$ cat src/rtl/vp_pkg.sv
// vp_pkg: shared state, descriptor layout, error codes and layer configuration type
package vp_pkg;
    typedef enum logic [2:0] {
        S_IDLE, S_FETCH, S_CHECK, S_LAUNCH, S_WAIT, S_NEXT, S_ERR
    } seq_state_t;
    localparam logic [3:0] W_IN_LO  = 4'd0;
    localparam logic [3:0] W_IN_HI  = 4'd1;
    localparam logic [3:0] W_WT_LO  = 4'd2;
    localparam logic [3:0] W_WT_HI  = 4'd3;
    localparam logic [3:0] W_BN_LO  = 4'd4;
    localparam logic [3:0] W_BN_HI  = 4'd5;
    localparam logic [3:0] W_OUT_LO = 4'd6;
    localparam logic [3:0] W_OUT_HI = 4'd7;
    localparam logic [3:0] W_CH     = 4'd8;
    localparam logic [3:0] W_FLAGS  = 4'd9;
    localparam int F_RELU = 0;
    localparam int F_BN   = 1;
    localparam int F_LAST = 15;
    localparam logic [1:0] E_TIMEOUT = 2'd1;
    localparam logic [1:0] E_ZERO_CH = 2'd2;
    localparam logic [1:0] E_LIMIT   = 2'd3;
    typedef struct packed {
        logic [31:0] input_addr;
        logic [31:0] weight_addr;
        logic [31:0] bn_param_addr;
        logic [31:0] output_addr;
        logic [15:0] output_channels;
        logic        use_relu;
        logic        enable_bn;
        logic        last;
    } layer_cfg_t;
endpackage

$ cat src/rtl/desc_fetcher.sv
// desc_fetcher: reads one 10-word descriptor sequentially into shadow registers
//   en             high while fetching; low clears the word counter
//   base           address of descriptor word 0
//   mem_read_*     single-outstanding read handshake (data valid with ready)
//   cfg            shadow copy of the descriptor fields
//   fetch_done     pulse in the cycle the flags word is accepted
module desc_fetcher
    import vp_pkg::*;
#(
    parameter int DATA_WIDTH = 16,
    parameter int ADDR_WIDTH = 32,
    parameter int ADDR_INC   = 2
) (
    input  logic                  clk,
    input  logic                  rst_n,
    input  logic                  en,
    input  logic [ADDR_WIDTH-1:0] base,
    output logic                  mem_read_valid,
    output logic [ADDR_WIDTH-1:0] mem_read_addr,
    input  logic                  mem_read_ready,
    input  logic [DATA_WIDTH-1:0] mem_read_data,
    output layer_cfg_t            cfg,
    output logic                  fetch_done
);
    logic [3:0] word;
    logic       take;

    assign mem_read_valid = en;
    assign mem_read_addr  = base + ADDR_WIDTH'(word) * ADDR_WIDTH'(ADDR_INC);
    assign take           = en && mem_read_ready;
    assign fetch_done     = take && word == W_FLAGS;

    always_ff @(posedge clk or negedge rst_n) begin
        if (!rst_n) begin
            word <= '0;
            cfg  <= '0;
        end else begin
            word <= (!en || fetch_done) ? 4'd0 : word + 4'(take);
            if (take)
                case (word)
                    W_IN_LO:  cfg.input_addr[15:0]     <= mem_read_data;
                    W_IN_HI:  cfg.input_addr[31:16]    <= mem_read_data;
                    W_WT_LO:  cfg.weight_addr[15:0]    <= mem_read_data;
                    W_WT_HI:  cfg.weight_addr[31:16]   <= mem_read_data;
                    W_BN_LO:  cfg.bn_param_addr[15:0]  <= mem_read_data;
                    W_BN_HI:  cfg.bn_param_addr[31:16] <= mem_read_data;
                    W_OUT_LO: cfg.output_addr[15:0]    <= mem_read_data;
                    W_OUT_HI: cfg.output_addr[31:16]   <= mem_read_data;
                    W_CH:     cfg.output_channels      <= mem_read_data;
                    W_FLAGS: begin
                        cfg.use_relu  <= mem_read_data[F_RELU];
                        cfg.enable_bn <= mem_read_data[F_BN];
                        cfg.last      <= mem_read_data[F_LAST];
                    end
                    default: ;
                endcase
        end
    end
endmodule

$ cat src/rtl/layer_sequencer.sv
// layer_sequencer: walks a descriptor table and runs the vector core once per layer
//   cmd_start/cmd_abort/table_addr/max_layers   host command interface
//   busy/seq_done/seq_error/error_code/layer_index   host status
//   mem_read_*   descriptor read port
//   vp_*         vector core configuration, start and done
module layer_sequencer
    import vp_pkg::*;
#(
    parameter int DATA_WIDTH     = 16,
    parameter int ADDR_WIDTH     = 32,
    parameter int ADDR_INC       = 2,
    parameter int DESC_WORDS     = 10,
    parameter int TIMEOUT_CYCLES = 200000
) (
    input  logic                  clk,
    input  logic                  rst_n,
    input  logic                  cmd_start,
    input  logic                  cmd_abort,
    input  logic [ADDR_WIDTH-1:0] table_addr,
    input  logic [7:0]            max_layers,
    output logic                  busy,
    output logic                  seq_done,
    output logic                  seq_error,
    output logic [1:0]            error_code,
    output logic [7:0]            layer_index,
    output logic                  mem_read_valid,
    output logic [ADDR_WIDTH-1:0] mem_read_addr,
    input  logic                  mem_read_ready,
    input  logic [DATA_WIDTH-1:0] mem_read_data,
    output logic                  vp_start,
    input  logic                  vp_done,
    output logic [ADDR_WIDTH-1:0] vp_input_addr,
    output logic [ADDR_WIDTH-1:0] vp_weight_addr,
    output logic [ADDR_WIDTH-1:0] vp_bn_param_addr,
    output logic [ADDR_WIDTH-1:0] vp_output_addr,
    output logic [15:0]           vp_output_channels,
    output logic                  vp_use_relu,
    output logic                  vp_enable_bn
);
    seq_state_t            state;
    logic [ADDR_WIDTH-1:0] desc_ptr;
    logic [31:0]           timer;
    logic [1:0]            err_pend;
    logic                  vp_done_q;
    logic                  fetch_done;
    layer_cfg_t            cfg;
    logic [8:0]            limit;

    // a limit of 0 means the full 256-layer range
    assign limit = max_layers == 8'd0 ? 9'd256 : {1'b0, max_layers};
    assign busy  = state != S_IDLE;

    desc_fetcher #(
        .DATA_WIDTH(DATA_WIDTH),
        .ADDR_WIDTH(ADDR_WIDTH),
        .ADDR_INC  (ADDR_INC)
    ) u_fetch (
        .clk           (clk),
        .rst_n         (rst_n),
        .en            (state == S_FETCH),
        .base          (desc_ptr),
        .mem_read_valid(mem_read_valid),
        .mem_read_addr (mem_read_addr),
        .mem_read_ready(mem_read_ready),
        .mem_read_data (mem_read_data),
        .cfg           (cfg),
        .fetch_done    (fetch_done)
    );

    always_ff @(posedge clk or negedge rst_n) begin
        if (!rst_n) begin
            state              <= S_IDLE;
            desc_ptr           <= '0;
            timer              <= '0;
            err_pend           <= '0;
            vp_done_q          <= 1'b0;
            seq_done           <= 1'b0;
            seq_error          <= 1'b0;
            error_code         <= '0;
            layer_index        <= '0;
            vp_start           <= 1'b0;
            vp_input_addr      <= '0;
            vp_weight_addr     <= '0;
            vp_bn_param_addr   <= '0;
            vp_output_addr     <= '0;
            vp_output_channels <= '0;
            vp_use_relu        <= 1'b0;
            vp_enable_bn       <= 1'b0;
        end else begin
            seq_done  <= 1'b0;
            vp_start  <= 1'b0;
            vp_done_q <= vp_done;
            if (cmd_abort)
                state <= S_IDLE;
            else
                case (state)
                    S_IDLE: if (cmd_start) begin
                        desc_ptr    <= table_addr;
                        layer_index <= '0;
                        seq_error   <= 1'b0;
                        error_code  <= '0;
                        state       <= S_FETCH;
                    end
                    S_FETCH: if (fetch_done) state <= S_CHECK;
                    S_CHECK: if (cfg.output_channels == 16'd0) begin
                        err_pend <= E_ZERO_CH;
                        state    <= S_ERR;
                    end else begin
                        vp_input_addr      <= cfg.input_addr;
                        vp_weight_addr     <= cfg.weight_addr;
                        vp_bn_param_addr   <= cfg.bn_param_addr;
                        vp_output_addr     <= cfg.output_addr;
                        vp_output_channels <= cfg.output_channels;
                        vp_use_relu        <= cfg.use_relu;
                        vp_enable_bn       <= cfg.enable_bn;
                        // registered so the pulse coincides with the LAUNCH cycle
                        vp_start           <= 1'b1;
                        state              <= S_LAUNCH;
                    end
                    S_LAUNCH: begin
                        timer <= '0;
                        state <= S_WAIT;
                    end
                    // only a fresh rising edge counts; a level left over from the last layer does not
                    S_WAIT: if (vp_done && !vp_done_q)
                        state <= S_NEXT;
                    else if (timer == 32'(TIMEOUT_CYCLES - 1)) begin
                        err_pend <= E_TIMEOUT;
                        state    <= S_ERR;
                    end else
                        timer <= timer + 32'd1;
                    S_NEXT: if (cfg.last) begin
                        seq_done <= 1'b1;
                        state    <= S_IDLE;
                    end else if ({1'b0, layer_index} + 9'd1 == limit) begin
                        err_pend <= E_LIMIT;
                        state    <= S_ERR;
                    end else begin
                        layer_index <= layer_index + 8'd1;
                        desc_ptr    <= desc_ptr + ADDR_WIDTH'(DESC_WORDS * ADDR_INC);
                        state       <= S_FETCH;
                    end
                    S_ERR: begin
                        seq_error  <= 1'b1;
                        error_code <= err_pend;
                        state      <= S_IDLE;
                    end
                    default: state <= S_IDLE;
                endcase
        end
    end
endmodule

$ cat config.mk
export PLATFORM = sky130hd
export DESIGN_NAME = layer_sequencer
export DESIGN_NICKNAME = d
export VERILOG_FILES = /design/src/rtl/vp_pkg.sv /design/src/rtl/desc_fetcher.sv /design/src/rtl/layer_sequencer.sv
export SDC_FILE = /design/constraint.sdc
export NUM_CORES = 1
export LEC_CHECK = 0
export CAP_MARGIN = 10
export CORE_ASPECT_RATIO = 1.75
export CORE_MARGIN = 2
export CORE_UTILIZATION = 54
export DETAILED_ROUTE_END_ITERATION = 10
export GPL_ROUTABILITY_DRIVEN = 0
export HOLD_SLACK_MARGIN = 0.15
export PLACE_DENSITY = 0.8
export SLEW_MARGIN = 25
export SYNTH_ARGS = -nofsm -noshare
export SYNTH_HDL_FRONTEND = slang
export SYNTH_SLANG_ARGS = --single-unit
$ cat constraint.sdc
create_clock -name clk -period 3.08 [get_ports clk]
set_input_delay 0.308 -clock clk [delete_from_list [all_inputs] [get_ports clk]]
set_output_delay 0.308 -clock clk [all_outputs]
set_load 0.005 [all_outputs]
==> results.toml, run 1 <==
[worst_setup_path]
cp.required_ns = 2.77
critPathKind = "reg -> out"
crit_fanout = 4
path_common_cell = "buf_4"
worstPathCellList = "ha_2 -> inv_2 -> fa_2 -> nor2b_2 -> o21a_1 -> o211ai_1 -> buf_4 -> nor3_2 -> buf_4 -> nand3_1 -> xnor2_1 -> buf_2"
timing.critical_path.from = "desc_ptr[1]"
crit_family = "adder cells"
cp_num_buf_inv = 4
path_depth = 12
crit_path_start_kind = "flip-flop"
cpMaxStageDelayCell = "dfrtp_1"
r2r_slack_ns = 0.33
end_kind = "primary output"
reg2reg_depth = 8
max_stage_delay_ns = 0.36
r2r_start = "layer_index[1]"
crit_arrival_ns = 2.76

[cts]
clock-sinks = 380
clkTransAtPathRegs_ns = 0.07
cts_max_level = 2
cts_tree = "built"
cts_buffer_depth = 3
numCtsBuffers = 35
clk_latency_ns = 0.53
cts_root_buffer = "clkbuf_16"

[synth]
yosys-top-cells-count = "nand2_1 (506), dfrtp_1 (380), mux2_2 (120)"
syn_area_per_cell_um2 = 10.4
synthTopCellsByArea = "dfrtp_1 (56%), nand2_1 (11%), mux2_2 (8.0%)"
synth_area_um2 = 16900
netlist.area_leader.share_pct = 56.2
syn_nets = 1704
async_flop_share_pct = 100
synth_warnings = 0
synth.most_common_cell = "nand2_1"
synth-seq-cells = 380
ys_types = 86
synthFlopType = "dfrtp_1"
synth_enable_flop_cells = 0
seq_area_frac_synth_pct = 56.2
syn_inst = 1632
yosys.area.top_type = "dfrtp_1"

[global_route]
gr-usage-met3_pct = 5.31
met1_usage_pct = 34.3
grt_usage_pct = 29.2
antenna_found_initial = 0
grt_pass1_vias = 13661
gr-max-usage-layer = "met2"
grt_first_pass_wirelength_mm = 74.2
grt_max_degree = 147
use_met2_pct = 51.4
grt_overflow = 0

[pwr]
combPwrFrac_pct = 17.0
p_per_area_nw_per_um2 = 579
ir_worst_vdd_mv = 0.460
power.switching_mw = 3.52
swShare_pct = 28.5
pwr-share-clk_pct = 34.5
power_leakage_nw = 10.3
p_seq_share_pct = 48.5
intPower_mw = 8.84

[layout]
nets = 1969
layout-area-overhead-vs-synth_pct = 26.2
drive_gt1_share_pct = 16.0
diodes = 0
final_core_util_pct = 69.2

[die]
start_util_pct = 54.9
die_w_um = 138
io_pins = 255
placementRows = 85
die_h_um = 238
coreArea_um2 = 30800
die-area_um2 = 32800

[routing]
drcViolationCount = 0
wirelength_mm = 47.5
firstDrtPassIters = 6
vias = 13481
ant_nets = 0
routed_via_density = 5.83
detail_route.iter0.violations = 894
wire_per_inst_um = 20.5

[hold_path]
min_from = "table_addr[0]"
min_path_type = "in -> reg"
hold_depth = 3

[timing]
relSlewSlack_pct = 43.6
hold_viol_final = 0
rsz0062_at_grt = "yes"
final-max-slew-violation-count = 0
clock_skew_ns = 0.0201
finalCritPeriodShare_pct = 99.6
period_needed_ns = 3.07
whs_ns = 0.342
final-setup-viol-count = 0
fmax_mhz = 326
tightest_slew_ns = 0.846

[placed_design]
port_buffers = 254
post-dp-hpwl_mm = 32.3

[flow_run]
max_cap_violations = 0

[outcome]
status = "completed"
flip-flops by register name (all words and copies together) (netlist names):
register,cells
vp_done_q,1
vp_output_addr,32
vp_start,1
vp_bn_param_addr,32
state,3
vp_use_relu,1
seq_done,1
error_code,2
vp_weight_addr,32
u_fetch.word,4
err_pend,2
vp_input_addr,32
u_fetch.cfg,147
timer,32
seq_error,1
vp_output_channels,16
vp_enable_bn,1
layer_index,8
desc_ptr,32
through the flow:
step / power (mW) / cell area [um^2] / worst slack (ns) / TNS [ns] / cells
after floorplan: 7.13 / 16900 / 0.406 / 0 / 1632
after global placement: 8.12 / 20100 / 0.186 / 0 / 2234
after detailed placement: 8.20 / 20100 / 0.171 / 0 / 2234
after CTS: 12.4 / 21300 / -0.00788 / -0.00838 / 2308
after global routing: 12.9 / 21400 / -0.141 / -0.487 / 2314
final: 12.4 / 21400 / 0.0134 / 0 / 2314
cells by family after synthesis:
logic type / synth area share [%]
adder cells (fa/ha/maj): 0.784
XOR/XNOR: 2.90
buffers and inverters: 2.99
AO/OA/AOI/OAI: 6.57
AND/OR/NAND/NOR: 20.7
multiplexers: 9.84
flip-flops: 56.2
routing by layer:
layer,up-vias,part of all wire (%)
met1,6711,36
li1,6087,-
met3,151,6.2
met2,532,52
met4,0,5.2
met5,-,0
power by group through the flow:
| stage | combinational, mW | sequential [mW] | clock, mW |
|---|---|---|---|
| final | 2.10 | 5.99 | 4.26 |
| after detailed placement | 2.14 | 6.06 | 0 |
| after global placement | 2.09 | 6.04 | 0 |
| after CTS | 2.09 | 5.97 | 4.33 |
| after floorplan | 1.35 | 5.78 | 0 |
| after global routing | 2.31 | 6.05 | 4.55 |
tightest hold or removal path, stage by stage:
cell and delay, ns:
clkdlybuf4s50_1 0.40, nand3_1 0.07, nand2_1 0.05
area by class of cell:
cell class / count / area, um^2
inverter: 26 / 100
tap: 391 / 489
clock buffer: 48 / 986
sequential: 380 / 9510
fill: 2256 / 9490
clock inverter: 15 / 126
timing repair buffer: 323 / 3110
multi-input combinational: 1131 / 7030
worst paths after layout:
check | endpoint
setup / recovery | mem_read_addr[23]
hold / removal | desc_ptr[0]
max in group asynchronous | timer[7]
min in group asynchronous | vp_input_addr[7]
setup reg to reg | layer_index[0]
hold reg to reg | vp_weight_addr[16]
cell usage in the layout (no fill, tap or decap), drive strengths merged, types with 4 or more instances in the layout:
master         synthesis  layout
inv                   26      27
dlygate4sd2            0       5
nor4                  24      24
ha                     9       9
a21oi                 26      26
or3                   16      16
nand2                506     506
dfrtp                380     380
nor4b                  4       4
o211ai                20      20
or4                    5       5
or2                    4       4
nand3                 28      28
clkinv                 0      10
dlymetal6s2s           0       6
o22ai                  4       4
buf                   38      76
o21ai                 33      33
nor3b                  5       5
clkdlybuf4s50          0     227
xor2                  24      24
nand4                 25      25
nor2                  56      56
and2                  11      11
o311ai                15      15
o31ai                  8       8
clkbuf                57      55
o32a                   4       4
xnor2                 32      32
nor2b                  6       6
nand2b                 9       9
nand3b                 4       4
nor3                  34      34
and3                  13      13
mux2                 147     147
and4                   7       7
repair_timing:
action                                  CTS  global route
endpoints found under the setup margin   25            24
hold endpoints to repair                 82             0
buffers inserted                         10             7
gates cloned                              0             0
pin swaps                                 9            16
resized for setup                        48            38
hold buffers                              1             0
(Power assumes the default switching activity.)
==> run 2: changes to the inputs <==
Settings changed: CORE_UTILIZATION 54 to 55, DONT_BUFFER_PORTS from default to 1, PLACE_DENSITY 0.8 to 0.7.
Clock period 3.08 ns to 3.06 ns, I/O delays scaled along.
==> run 2 against run 1 <==
  * The flow now finishes with violations (negative hold slack)
  * Critical endpoint is now mem_read_addr[29]
  * Sequential share of layout area increased by 5.3 points
  * Clock power increased by 4%
  * Final cell count decreased by 9.9%
==> results.toml, run 2 (same netlist as run 1, synthesis figures left out) <==
[outcome]
status = "finished, violations left"
violations = "negative hold slack"

[layout]
layout_common_cells = "nand2_1 (505), dfrtp_1 (379), mux2_2 (120)"
seqCellArea_um2 = 9510
nets = 1739
multi_input_area_um2 = 6970
regMostFlops = "u_fetch.cfg"
drive_gt1_share_pct = 15.0
stdcell_area_um2 = 19100
layout-area-overhead-vs-synth_pct = 12.9
fillers = 2443
layout_commonest_cell = "nand2_1"
largest_reg_flops = 147

[timing]
tightest_slew_ns = 0.953
final-max-slew-violation-count = 0
clock_skew_ns = 0.0232
hold_viol_final = 380
rsz0062_at_grt = "yes"
whs_ns = -0.517
fmax_mhz = 329
period_needed_ns = 3.04
relSlewSlack_pct = 36.5
setup_slack_ns = 0.0222
finalCritPeriodShare_pct = 99.3
final-setup-viol-count = 0

[routing]
firstDrtPassIters = 5
ant_nets = 0
vias = 12441
wirelength_mm = 44.4
wire_per_inst_um = 21.3
drcViolationCount = 0
detail_route.iter0.violations = 856
routed_via_density = 5.96

[global_route]
antenna_found_initial = 5
grt_max_degree = 381
grt_usage_pct = 27.6
grt_overflow = 0
grt_first_pass_wirelength_mm = 69.2
grt_pass1_vias = 12496

[die]
io_pins = 255
die-area_um2 = 32200
placementRows = 85
die_h_um = 236
die_w_um = 137
coreArea_um2 = 30500
start_util_pct = 55.4

[flow_run]
max_cap_violations = 0

[pwr]
power_leakage_nw = 9.36
fin_total_pwr_mw = 12.1
ir_worst_vdd_mv = 0.501
p_per_area_nw_per_um2 = 632

[placed_design]
dp_slack_ns = 0.213
port_buffers = 0
place_area_um2 = 17300
post-dp-hpwl_mm = 29.1

[cts]
clock-sinks = 380
clkTransAtPathRegs_ns = 0.06
cts_buffer_depth = 3
cts_hold_buf = 51
cts_max_level = 2
clk_latency_ns = 0.53
numCtsBuffers = 36
cts_root_buffer = "clkbuf_16"
cts_tree = "built"

[worst_setup_path]
reg2reg_depth = 8
crit_path_start_kind = "flip-flop"
end_kind = "primary output"
r2r_start = "layer_index[1]"
r2r-end = "desc_ptr[17]"
crit_arrival_ns = 2.73
critPathKind = "reg -> out"
r2r_slack_ns = 0.32
cp.required_ns = 2.75
crit_fanout = 4

[hold_path]
min_path_type = "in -> async"
## run 2: through the flow
| step | utilization (%) | TNS, ns | cells | hold WS, ns |
|---|---|---|---|---|
| after detailed placement | 56.7 | 0 | 1961 | 0.0350 |
| after global routing | 62.6 | -0.200 | 2086 | -0.538 |
| final | 62.6 | 0 | 2086 | -0.517 |
| after floorplan | - | 0 | 1632 | 0.0104 |
| after CTS | 62.3 | -0.00145 | 2078 | -0.528 |
| after global placement | 56.7 | 0 | 1961 | 0.0332 |
## run 2: timing repair
item / in CTS / in global routing
pin swaps: 3 / 8
cloned: 0 / 0
endpoints found under the setup margin: 9 / 9
resized for setup: 2 / 9
buffers inserted: 4 / 4
hold endpoints to repair: 569 / 380
## run 2: worst max path at each step
stage,startpoint,endpoint,depth (start not counted)
final,u_fetch.word[0],mem_read_addr[29],11
after global routing,desc_ptr[1],mem_read_addr[23],11
after CTS,u_fetch.word[0],mem_read_addr[25],11
after detailed placement,u_fetch.word[0],mem_read_addr[25],10
after global placement,u_fetch.word[0],mem_read_addr[29],10
after floorplan,u_fetch.word[1],mem_read_addr[23],9
## run 2: cell type report
| type | instances | share of cell area (%) |
|---|---|---|
| inverters | 26 | 0.524 |
| diodes | 4 | 0.0524 |
| well taps | 391 | 2.56 |
| repair buffers | 92 | 4.48 |
| multi-input cells | 1131 | 36.5 |
| flip-flops and latches | 380 | 49.8 |
| clock buffers | 54 | 5.49 |
| clock inverters | 8 | 0.583 |
## run 2: layer usage
metal  track usage (%)  up-vias  routed length, um
met5                 0        -                  0
met4              12.5        0               2160
met3              6.43      127               3010
met2              47.1      427              22600
met1              32.8     6270              16600
li1                  -     5617                  -
## run 2: critical path, stage by stage, from the launching register on
cell and delay, ns:
dfrtp_1 0.38, ha_2 0.21, inv_2 0.04, fa_2 0.34, nor2b_1 0.12, o21a_1 0.15, o211ai_1 0.18, nor3_2 0.23
buf_4 0.16, nand3_1 0.09, xnor2_1 0.17, buf_4 0.13
## run 2: where the power goes
group          switching [mW]  leakage [nW]  total (mW)  internal (mW)
Sequential              0.591          5.19        6.07           5.48
Combinational           0.835          3.60        1.58          0.743
Clock                    1.88         0.570        4.43           2.55
Total                    3.31          9.36        12.1           8.77
==> run 3: changes to the inputs <==
Settings changed: CAP_MARGIN 10 to default, CTS_CLUSTER_DIAMETER from default to 150, CTS_CLUSTER_SIZE from default to 20.
==> run 3 against run 2 <==
  * The run ends with negative hold slack, negative setup slack left
  * Setup slack got worse by 0.11 ns
  * Clock skew fell by 0.010 ns
  * Critical path depth is the same
  * Power is 12% lower
  * Count of clock-buffer cells in the layout shrank 31
  * Core utilization down 1.5 points
  * Die area stayed put
  * Largest cell class unchanged
  * Sequential cell count stayed put
  * Register-to-register slack got worse by 0.06 ns
  * Fmax is 3.4% lower
  * Final cell count decreased by 1.7%
  * Combinational power about the same
==> results.toml, run 3 (same netlist as run 1, synthesis figures left out) <==
[outcome]
status = "finished, violations left"
violations = "negative hold slack, negative setup slack"

[layout]
seqCellArea_um2 = 9510
largest_reg_flops = 147
layout-area-overhead-vs-synth_pct = 10.1
drive_gt1_share_pct = 14.4
fillers = 2501
final_core_util_pct = 61.1
nets = 1728
multi_input_area_um2 = 7070
layout_commonest_cell = "nand2_1"
regMostFlops = "u_fetch.cfg"
layout_common_cells = "nand2_1 (506), dfrtp_1 (378), mux2_2 (120)"
instances_no_fill = 2050

[global_route]
antenna_found_initial = 7
grt_pass1_vias = 12260
grt_max_degree = 381
grt_usage_pct = 27.5
grt_overflow = 0
grt_first_pass_wirelength_mm = 68.7

[pwr]
ir_worst_vdd_mv = 0.621
p_per_area_nw_per_um2 = 568
fin_total_pwr_mw = 10.6
power_leakage_nw = 9.10

[worst_setup_path]
crit_path_start_kind = "flip-flop"
worstPathCellList = "ha_2 -> inv_2 -> fa_2 -> nor2b_1 -> o21a_1 -> o211ai_1 -> nor3_2 -> buf_4 -> nand2_1 -> xnor2_1 -> buf_4"
reg2reg_depth = 6
crit_arrival_ns = 2.84
cp.required_ns = 2.75
critPathKind = "reg -> out"
max_stage_delay_ns = 0.40
crit_fanout = 4
cpMaxStageDelayCell = "dfrtp_1"
path_common_cell = "buf_4"
r2r_slack_ns = 0.26
r2r-end = "u_fetch.cfg[0]"
r2r_start = "state[1]"
end_kind = "primary output"

[cts]
cts_buffer_depth = 3
cts_hold_buf = 53
numCtsBuffers = 22
clk_latency_ns = 0.54
cts_tree = "built"
clkTransAtPathRegs_ns = 0.09
clock-sinks = 380
cts_root_buffer = "clkbuf_16"
cts_max_level = 1

[die]
start_util_pct = 55.4
die_w_um = 137
io_pins = 255
placementRows = 85
die-area_um2 = 32200
coreArea_um2 = 30500
die_h_um = 236

[timing]
hold_viol_final = 380
tightest_slew_ns = 0.922
whs_ns = -0.542
fmax_mhz = 318
setup_slack_ns = -0.0842
final-setup-viol-count = 3
final-max-slew-violation-count = 0
period_needed_ns = 3.14
rsz0062_at_grt = "yes"
relSlewSlack_pct = 38.5
clock_skew_ns = 0.0128
finalCritPeriodShare_pct = 103

[hold_path]
min_path_type = "in -> async"

[placed_design]
dp_slack_ns = 0.213
post-dp-hpwl_mm = 29.1
dpl.cell_count = 1961
port_buffers = 0

[routing]
wire_per_inst_um = 21.5
wirelength_mm = 44.0
routed_via_density = 5.98
vias = 12254
drcViolationCount = 0
firstDrtPassIters = 5
detail_route.iter0.violations = 828
ant_nets = 0

[flow_run]
max_cap_violations = 0
==> run 3: worst max path at each step <==
stage | cells past startpoint | from | endpoint | slack, ns
6_report | 11 | u_fetch.word[0] | mem_read_addr[25] | -0.08
2_1_floorplan | 9 | u_fetch.word[1] | mem_read_addr[23] | 0.39
3_3_place_gp | 10 | u_fetch.word[0] | mem_read_addr[29] | 0.32
3_5_place_dp | 10 | u_fetch.word[0] | mem_read_addr[25] | 0.21
4_1_cts | 11 | u_fetch.word[0] | mem_read_addr[25] | 0.007
5_1_grt | 11 | desc_ptr[1] | mem_read_addr[23] | -0.14
==> run 3: layout make-up <==
cell class	instances	area share [%]
well taps	391	2.62
flip-flops and latches	380	51.0
clock buffers	23	3.09
repair buffers	95	4.74
multi-input cells	1131	37.9
diodes	4	0.0537
inverters	26	0.537
==> run 3: through the flow <==
stage	area (um^2)	setup TNS, ns
4_1_cts	18500	0
6_report	18600	-0.213
5_1_grt	18600	-0.511
3_5_place_dp	17300	0
3_3_place_gp	17300	0
2_1_floorplan	16900	0
==> run 3: metal layers <==
metal  wire length [um]  GRT usage [%]  vias to the layer above
li1                   -              -                     5572
met1              16400           33.1                     6162
met2              22600           47.2                      415
met3               3140           6.08                      103
met4               1850           11.0                        2
met5                 13              0                        -
==> run 3: repair_timing <==
item	CTS	global route
gates resized for setup	5	23
pin swaps	4	14
setup endpoints to repair	9	13
buffers inserted	5	6
endpoints found under the hold margin	569	380
==> run 3: power by group <==
part / total [mW] / switching (mW) / internal (mW)
Clock: 2.91 / 1.58 / 1.34
Combinational: 1.60 / 0.843 / 0.756
Sequential: 6.07 / 0.597 / 5.47
==> run 3: worst max-delay path: cells and delay by family, from the launching register on <==
family | cells | cell delay (ns)
flip-flops | 1 | 0.40
buffers and inverters | 3 | 0.36
adder cells (fa/ha/maj) | 2 | 0.60
AO/OA/AOI/OAI | 2 | 0.32
XOR/XNOR | 1 | 0.19
AND/OR/NAND/NOR | 3 | 0.43
